--- src/rtl/onn_phase_pkg.sv ---
// Shared constants and result type for the ONN multi-channel phase calculator.
package onn_phase_pkg;

    localparam logic MODE_LAG  = 1'b0;
    localparam logic MODE_SYM  = 1'b1;
    localparam int   CNT_W_DEF = 16;
    localparam int   CH_W_DEF  = 2;

    typedef struct packed {
        logic [CH_W_DEF-1:0]  ch;
        logic [CNT_W_DEF-1:0] phi;
        logic [CNT_W_DEF-1:0] period;
    } phase_res_t;

endpackage

--- src/rtl/phase_edge_sync.sv ---
// Synchroniser chain plus rising-edge detector for one oscillator input.
module phase_edge_sync #(
    parameter int SYNC_STAGES = 2
) (
    input  logic clk,
    input  logic reset,
    input  logic din,
    output logic pulse
);

    logic [SYNC_STAGES-1:0] sync_q;
    logic                   prev_q;

    always_ff @(posedge clk) begin
        if (!reset) begin
            sync_q <= '0;
            prev_q <= 1'b0;
            pulse  <= 1'b0;
        end else begin
            sync_q <= {sync_q[SYNC_STAGES-2:0], din};
            prev_q <= sync_q[SYNC_STAGES-1];
            pulse  <= sync_q[SYNC_STAGES-1] & ~prev_q;
        end
    end

endmodule

--- src/rtl/phase_calculator_mc.sv ---
// Multi-channel phase detector: timestamps channel edges against a reference
// oscillator and streams per-channel phase results round-robin.
module phase_calculator_mc
    import onn_phase_pkg::*;
#(
    parameter  int N_CH        = 4,
    parameter  int CNT_W       = CNT_W_DEF,
    parameter  int SYNC_STAGES = 2,
    localparam int CH_W        = (N_CH > 1) ? $clog2(N_CH) : 1
) (
    input  logic             clk,
    input  logic             reset,
    input  logic             n_ref,
    input  logic [N_CH-1:0]  n_in,
    input  logic             mode,
    output logic             res_valid,
    input  logic             res_ready,
    output logic [CH_W-1:0]  res_ch,
    output logic [CNT_W-1:0] res_phi,
    output logic [CNT_W-1:0] res_period,
    output logic [N_CH-1:0]  overrun,
    output logic             ref_lost
);

    localparam logic [CNT_W-1:0] AGE_MAX = '1;

    logic [CNT_W-1:0] ts;
    logic [CNT_W-1:0] ref_ts;
    logic [CNT_W-1:0] ref_period;
    logic [CNT_W-1:0] age;
    logic             ref_seen;
    logic             period_ok;
    logic             ref_pulse;
    logic [N_CH-1:0]  ch_pulse;

    logic [CNT_W-1:0] slot [N_CH];
    logic [N_CH-1:0]  pend;
    logic [CH_W-1:0]  last_q;
    logic [CH_W-1:0]  gnt_idx;
    logic [CH_W-1:0]  rr_idx;
    logic [N_CH-1:0]  gnt_vec;
    logic             gnt_any;
    logic             load;
    logic             take_edge;
    logic [CNT_W-1:0] d;
    logic [CNT_W-1:0] phi;

    phase_edge_sync #(
        .SYNC_STAGES(SYNC_STAGES)
    ) u_ref_sync (
        .clk  (clk),
        .reset(reset),
        .din  (n_ref),
        .pulse(ref_pulse)
    );

    for (genvar i = 0; i < N_CH; i++) begin : g_ch_sync
        phase_edge_sync #(
            .SYNC_STAGES(SYNC_STAGES)
        ) u_sync (
            .clk  (clk),
            .reset(reset),
            .din  (n_in[i]),
            .pulse(ch_pulse[i])
        );
    end

    // A reference edge in the same cycle counts as phase zero.
    always_comb begin
        d   = ts - (ref_pulse ? ts : ref_ts);
        phi = d;
        if (mode == MODE_SYM && period_ok && d > (ref_period >> 1))
            phi = ref_period - d;
    end

    assign take_edge = ref_seen && !ref_lost;

    always_ff @(posedge clk) begin
        if (!reset) begin
            ts         <= '0;
            ref_ts     <= '0;
            ref_period <= '0;
            age        <= '0;
            ref_seen   <= 1'b0;
            period_ok  <= 1'b0;
            ref_lost   <= 1'b0;
        end else begin
            ts <= ts + CNT_W'(1);
            if (ref_pulse) begin
                if (ref_seen) begin
                    ref_period <= ts - ref_ts;
                    period_ok  <= 1'b1;
                end
                ref_ts   <= ts;
                ref_seen <= 1'b1;
                age      <= '0;
                ref_lost <= 1'b0;
            end else if (age != AGE_MAX) begin
                age <= age + CNT_W'(1);
                if (age == AGE_MAX - CNT_W'(1)) begin
                    ref_lost  <= 1'b1;
                    ref_seen  <= 1'b0;
                    period_ok <= 1'b0;
                end
            end
        end
    end

    // Round-robin search begins just after the last granted channel.
    always_comb begin
        gnt_any = 1'b0;
        gnt_idx = '0;
        rr_idx  = '0;
        for (int i = 1; i <= N_CH; i++) begin
            rr_idx = CH_W'((int'(last_q) + i) % N_CH);
            if (!gnt_any && pend[rr_idx]) begin
                gnt_any = 1'b1;
                gnt_idx = rr_idx;
            end
        end
    end

    assign load = gnt_any && (!res_valid || res_ready);

    always_comb begin
        gnt_vec          = '0;
        gnt_vec[gnt_idx] = load;
    end

    always_ff @(posedge clk) begin
        for (int i = 0; i < N_CH; i++)
            if (ch_pulse[i] && take_edge)
                slot[i] <= phi;
    end

    always_ff @(posedge clk) begin
        if (!reset) begin
            pend    <= '0;
            overrun <= '0;
            last_q  <= CH_W'(N_CH - 1);
        end else begin
            for (int i = 0; i < N_CH; i++) begin
                if (ch_pulse[i] && take_edge) begin
                    pend[i] <= 1'b1;
                    if (pend[i] && !gnt_vec[i])
                        overrun[i] <= 1'b1;
                end else if (gnt_vec[i]) begin
                    pend[i] <= 1'b0;
                end
            end
            if (load)
                last_q <= gnt_idx;
        end
    end

    always_ff @(posedge clk) begin
        if (!reset) begin
            res_valid  <= 1'b0;
            res_ch     <= '0;
            res_phi    <= '0;
            res_period <= '0;
        end else if (load) begin
            res_valid  <= 1'b1;
            res_ch     <= gnt_idx;
            res_phi    <= slot[gnt_idx];
            res_period <= period_ok ? ref_period : '0;
        end else if (res_ready) begin
            res_valid  <= 1'b0;
        end
    end

endmodule
--- config.mk ---
export PLATFORM = sky130hd
export DESIGN_NAME = phase_calculator_mc
export DESIGN_NICKNAME = d
export VERILOG_FILES = /design/src/rtl/onn_phase_pkg.sv /design/src/rtl/phase_edge_sync.sv /design/src/rtl/phase_calculator_mc.sv
export SDC_FILE = /design/constraint.sdc
export NUM_CORES = 1
export LEC_CHECK = 0
export ABC_AREA = 1
export BUFFER_PORTS_ARGS = -buffer_cell sky130_fd_sc_hd__buf_2
export CAP_MARGIN = 20
export CORE_MARGIN = 5
export CORE_UTILIZATION = 55
export CTS_CLUSTER_SIZE = 10
export DETAILED_ROUTE_END_ITERATION = 10
export GPL_TIMING_DRIVEN = 0
export HOLD_SLACK_MARGIN = 0.1
export PLACE_DENSITY = 0.75
export SYNTH_ARGS = -nofsm -noshare
export SYNTH_HDL_FRONTEND = slang
export SYNTH_SLANG_ARGS = --single-unit
--- constraint.sdc ---
create_clock -name clk -period 8.3 [get_ports clk]
set_input_delay 1.66 -clock clk [delete_from_list [all_inputs] [get_ports clk]]
set_output_delay 1.66 -clock clk [all_outputs]
set_load 0.02 [all_outputs]
==> flow_results.org <==
** Status
- Result of the run :: completed

** GRT
- Global routing used between 20% and 30% of the available tracks.
- Global route hottest layer :: met2
- Global-route wire length before repair :: between 40000 and 50000 µm
- For this run the aggregate overflow at the end of global routing stands at 0.
- The number of antenna violations at the first check in global routing came to 0.
- Global routing used roughly 29% of the available met1 tracks.
- Maximum number of pins on one net before global-route repair :: 20
- M3 GR Usage :: ~3.7%
- Global routing consumed, on the met2 layer, roughly two fifths of the routing resources.
- Vias in the first global route :: 8580

** Worst hold path
- For hold timing, the worst endpoint is g_ch_sync[3].u_sync.pulse$_SDFF_PN0_.
- Worst hold path depth :: 1
- Worst hold path class :: flop to flop
- The startpoint identified for the worst hold timing path is g_ch_sync[3].u_sync.prev_q$_SDFF_PN0_.

** STA
- For the finished layout, the period the worst path requires is 4.96 ns.
- Final hold viol count :: 0
- After routing, the total negative slack on setup checks comes to 0 ns.
- Setup violation total in the final timing report :: 0
- For the pin with the worst max-slew slack, the measured transition is 0.850 ns.
- Across the routed clock network, the largest skew measured is about 0.016 ns.
- The final critical path takes up about 60% of the cycle.
- Max Freq :: 0.201 GHz
- Setup repair after global routing left no endpoint under its margin.
- Worst max-slew margin expressed relative to the limit :: 43.3%
- Fin. max-slew vios :: 0
- Worst Hold Margin :: 0.383 ns

** Clock network
- The number of hold buffers added after CTS was 0.
- The number of setup buffers added after CTS is 0.
- The root buffer cell chosen for the clock tree is clkbuf_16.
- TritonCTS clock tree :: yes
- Clock Pin Slew Worst Setup and Hold Paths :: 0.07 ns
- Once the clock tree was built, the resizer swapped 0 gates to a different size.
- No sink is reached through more buffers than the 2 on the longest clock path.
- Worst-Skew Late Latency :: about 0.44 ns
- Clock Sink Count :: 196
- Counting the buffers created by CTS gives 17.
- Number of levels the H-tree was split into :: 4

** Flow run
- Max-capacitance violation count :: 0

** Yosys
- Averaged over all synthesized cells, the footprint is between 7 and 8 µm².
- After synthesis the cells add up to approximately 10000 µm².
- Measured against the total synthesized area, the mux share comes to 0%.
- Post-synthesis async set-or-reset flop share :: 0%
- EDFF count, synth :: 64
- Simple-gate share of the synthesized area :: 26.4%
- Total number of yosys warnings :: 0
- Summing the areas of all xor and xnor instances in the mapped netlist gives 3.26% of the synthesized area.
- Synthesis inferred around 200 register bits.
- Sequential-to-total area share from yosys stat :: about 44%
- The number of different library cells used by synthesis comes to 43.
- Largest family of logic cells by synthesized area :: simple AND/OR/NAND/NOR gates
- Most common flop cell mapped by yosys :: dfxtp_1
- Synthesized-area fraction occupied by adder cells :: between 8 and 9%
- Compound-cell area share of the yosys netlist :: 9.71%
- Cells after Synth :: ~1400
- Number of nets produced by synthesis :: 1468

** Critical path
- Cell mode on critical path :: nand2_1
- STA classifies the critical path endpoint as a flop.
- Worst-path cell with the longest stage delay :: clkbuf_1
- The worst register-to-register path has a depth of 29.
- Reg2Reg Launch Point :: u_ref_sync.pulse$_SDFF_PN0_
- STA classifies the critical path startpoint as a flop.
- Endpoint arrival time on the critical path :: between 5 and 6 ns
- Crit-path max FO :: 10
- For flop-to-flop paths, the worst setup slack is about 3.3 ns.
- Data on the critical path is required at its endpoint by between 8 and 9 ns.
- Worst Path Class, Setup :: flop to flop
- Critical register-to-register path endpoint :: slot[3][7]$_DFFE_PP_
- Critical path's largest stage delay :: 0.48 ns

** Final layout
- The number of antenna diodes in the final layout is 0.
- Area overhead of the layout relative to synthesis :: 10.5%
- Cells fill approximately 62% of the core in the end.
- Fraction of layout cells with a size suffix above 1 :: 7.88%
- Number of filler cells placed in the layout :: about 1700
- Net count, final :: approximately 1500

** Power
- Power per standard cell area :: 244 nW/µm²
- The worst-case IR drop observed on VDD is around 0.15 mV.
- Leakage power :: 5.60 nW

** Routing
- Total number of vias :: roughly 9000
- Routed wire length :: about 25000 µm
- After detailed routing, the number of vias per cell comes to between 5 and 6.
- For this run, design rule violations remaining after detail routing come to 0.
- Drt initial violations :: ~570
- ANT nets after route :: 0
- In the final routed layout, each cell accounts on average for around 15 µm.
- The first TritonRoute pass finished after 5 iterations.

** Floorplanning
- Starting density of the core :: between 50% and 60%
- Standard-cell rows :: 50
- The floorplan step defined a die boundary enclosing ~22000 µm².
- Io pins :: a little under 50
- The die is roughly 150 µm wide.
- Core area :: approximately 19000 µm²
- The die is about 150 µm tall.

** Place
- Final weighted congestion of routability-driven global placement :: between 0.8 and 0.9
- Input and output buffers added on the ports amount to 48.
- HPWL reported at the end of detailed placement :: 19100 µm
through the flow:
step / total power [mW] / cell area (µm²) / std cells / setup slack (ns)
global route: 3.01 / 11600 / 1707 / 2.91
detailed placement: 2.05 / 11000 / 1675 / 3.42
CTS: 2.84 / 11600 / 1707 / 3.41
global placement: 2.03 / 11000 / 1675 / 3.47
finish: 2.83 / 11600 / 1707 / 3.34
floorplan: 1.80 / 10500 / 1393 / 4.41
routing by layer:
metal	routed length (µm)	share of wire, %	up-vias
li1	-	-	4638
met4	558	2.2	0
met3	904	3.6	35
met2	12600	50	177
met1	11000	44	4112
met5	0	0	-
where the power goes:
group | leakage [nW] | total, mW | internal [mW] | switching, mW
logic | 3.69 | 0.964 | 0.301 | 0.663
registers | 1.65 | 1.08 | 1.05 | 0.0236
clock network | 0.272 | 0.789 | 0.398 | 0.391
registers in the layout, summed over array words and instances, names as in the netlist, 4 cells and up:
register	cells
res_phi	16
g_ch_sync.u_sync.pulse	4
slot	64
overrun	4
g_ch_sync.u_sync.sync_q	8
ref_ts	16
ts	16
age	16
pend	4
g_ch_sync.u_sync.prev_q	4
res_period	16
ref_period	16
how the worst max path moves through the flow:
stage	startpoint	to	slack, ns	depth (start not counted)
after floorplan	u_ref_sync.pulse$_SDFF_PN0_	slot[0][14]$_DFFE_PP_	4.41	28
after global placement	u_ref_sync.pulse$_SDFF_PN0_	slot[2][7]$_DFFE_PP_	3.47	28
after detailed placement	u_ref_sync.pulse$_SDFF_PN0_	slot[2][7]$_DFFE_PP_	3.42	28
after CTS	u_ref_sync.pulse$_SDFF_PN0_	slot[0][7]$_DFFE_PP_	3.41	28
after global routing	u_ref_sync.pulse$_SDFF_PN0_	slot[0][11]$_DFFE_PP_	2.91	29
final	u_ref_sync.pulse$_SDFF_PN0_	slot[3][7]$_DFFE_PP_	3.34	29
cell families after synthesis:
kind of cell    count (synthesis)
simple gates                  661
buf+inv                       242
flops                         196
compound gates                189
fa+ha+maj                      66
xor+xnor                       39
layout make-up:
| class | count | area [µm²] | share of cell area (%) |
|---|---|---|---|
| clock inverters | 15 | 148 | 1.27 |
| well taps | 234 | 293 | 2.53 |
| plain buffers | 40 | 179 | 1.54 |
| multi-input cells | 955 | 4980 | 43.0 |
| flip-flops and latches | 196 | 4560 | 39.4 |
| inverters | 202 | 761 | 6.56 |
| clock buffers | 17 | 425 | 3.67 |
| repair buffers | 48 | 240 | 2.07 |
cells in the final DEF, fill, tap and decap left out, drive strengths merged, types with 40 or more instances in the layout:
master | netlist | routed
ha | 63 | 63
inv | 201 | 206
nand3 | 119 | 119
a21oi | 100 | 100
nor2 | 106 | 106
edfxtp | 64 | 64
dfxtp | 132 | 132
o21ai | 59 | 59
clkbuf | 23 | 40
buf | 17 | 65
nand2 | 389 | 389
critical path: cells and delay by family, from the launching register on:
| kind | cells | cell delay (ns) |
|---|---|---|
| adder cells (fa/ha/maj) | 3 | 0.86 |
| XOR/XNOR | 1 | 0.20 |
| buffers and inverters | 4 | 1.13 |
| AO/OA/AOI/OAI | 1 | 0.11 |
| flip-flops | 1 | 0.35 |
| AND/OR/NAND/NOR | 20 | 2.02 |
Yosys cell counts, drive strengths merged (3+ instances only):
| cell type | count | area [µm²] |
|---|---|---|
| a21o | 6 | 45.0 |
| a21oi | 100 | 500 |
| a31oi | 5 | 31.3 |
| buf | 17 | 92.6 |
| clkbuf | 23 | 86.3 |
| dfxtp | 132 | 2640 |
| edfxtp | 64 | 1920 |
| fa | 3 | 60.1 |
| ha | 63 | 788 |
| inv | 201 | 757 |
| nand2 | 389 | 1490 |
| nand3 | 119 | 606 |
| nand4 | 14 | 87.6 |
| nor2 | 106 | 408 |
| nor3 | 23 | 115 |
| nor4 | 3 | 18.8 |
| o211ai | 5 | 37.5 |
| o21ai | 59 | 295 |
| o21bai | 5 | 37.5 |
| o31ai | 3 | 22.5 |
| or2 | 3 | 18.8 |
| xnor2 | 6 | 52.6 |
| xor2 | 33 | 289 |
(Power assumes the default switching activity.)
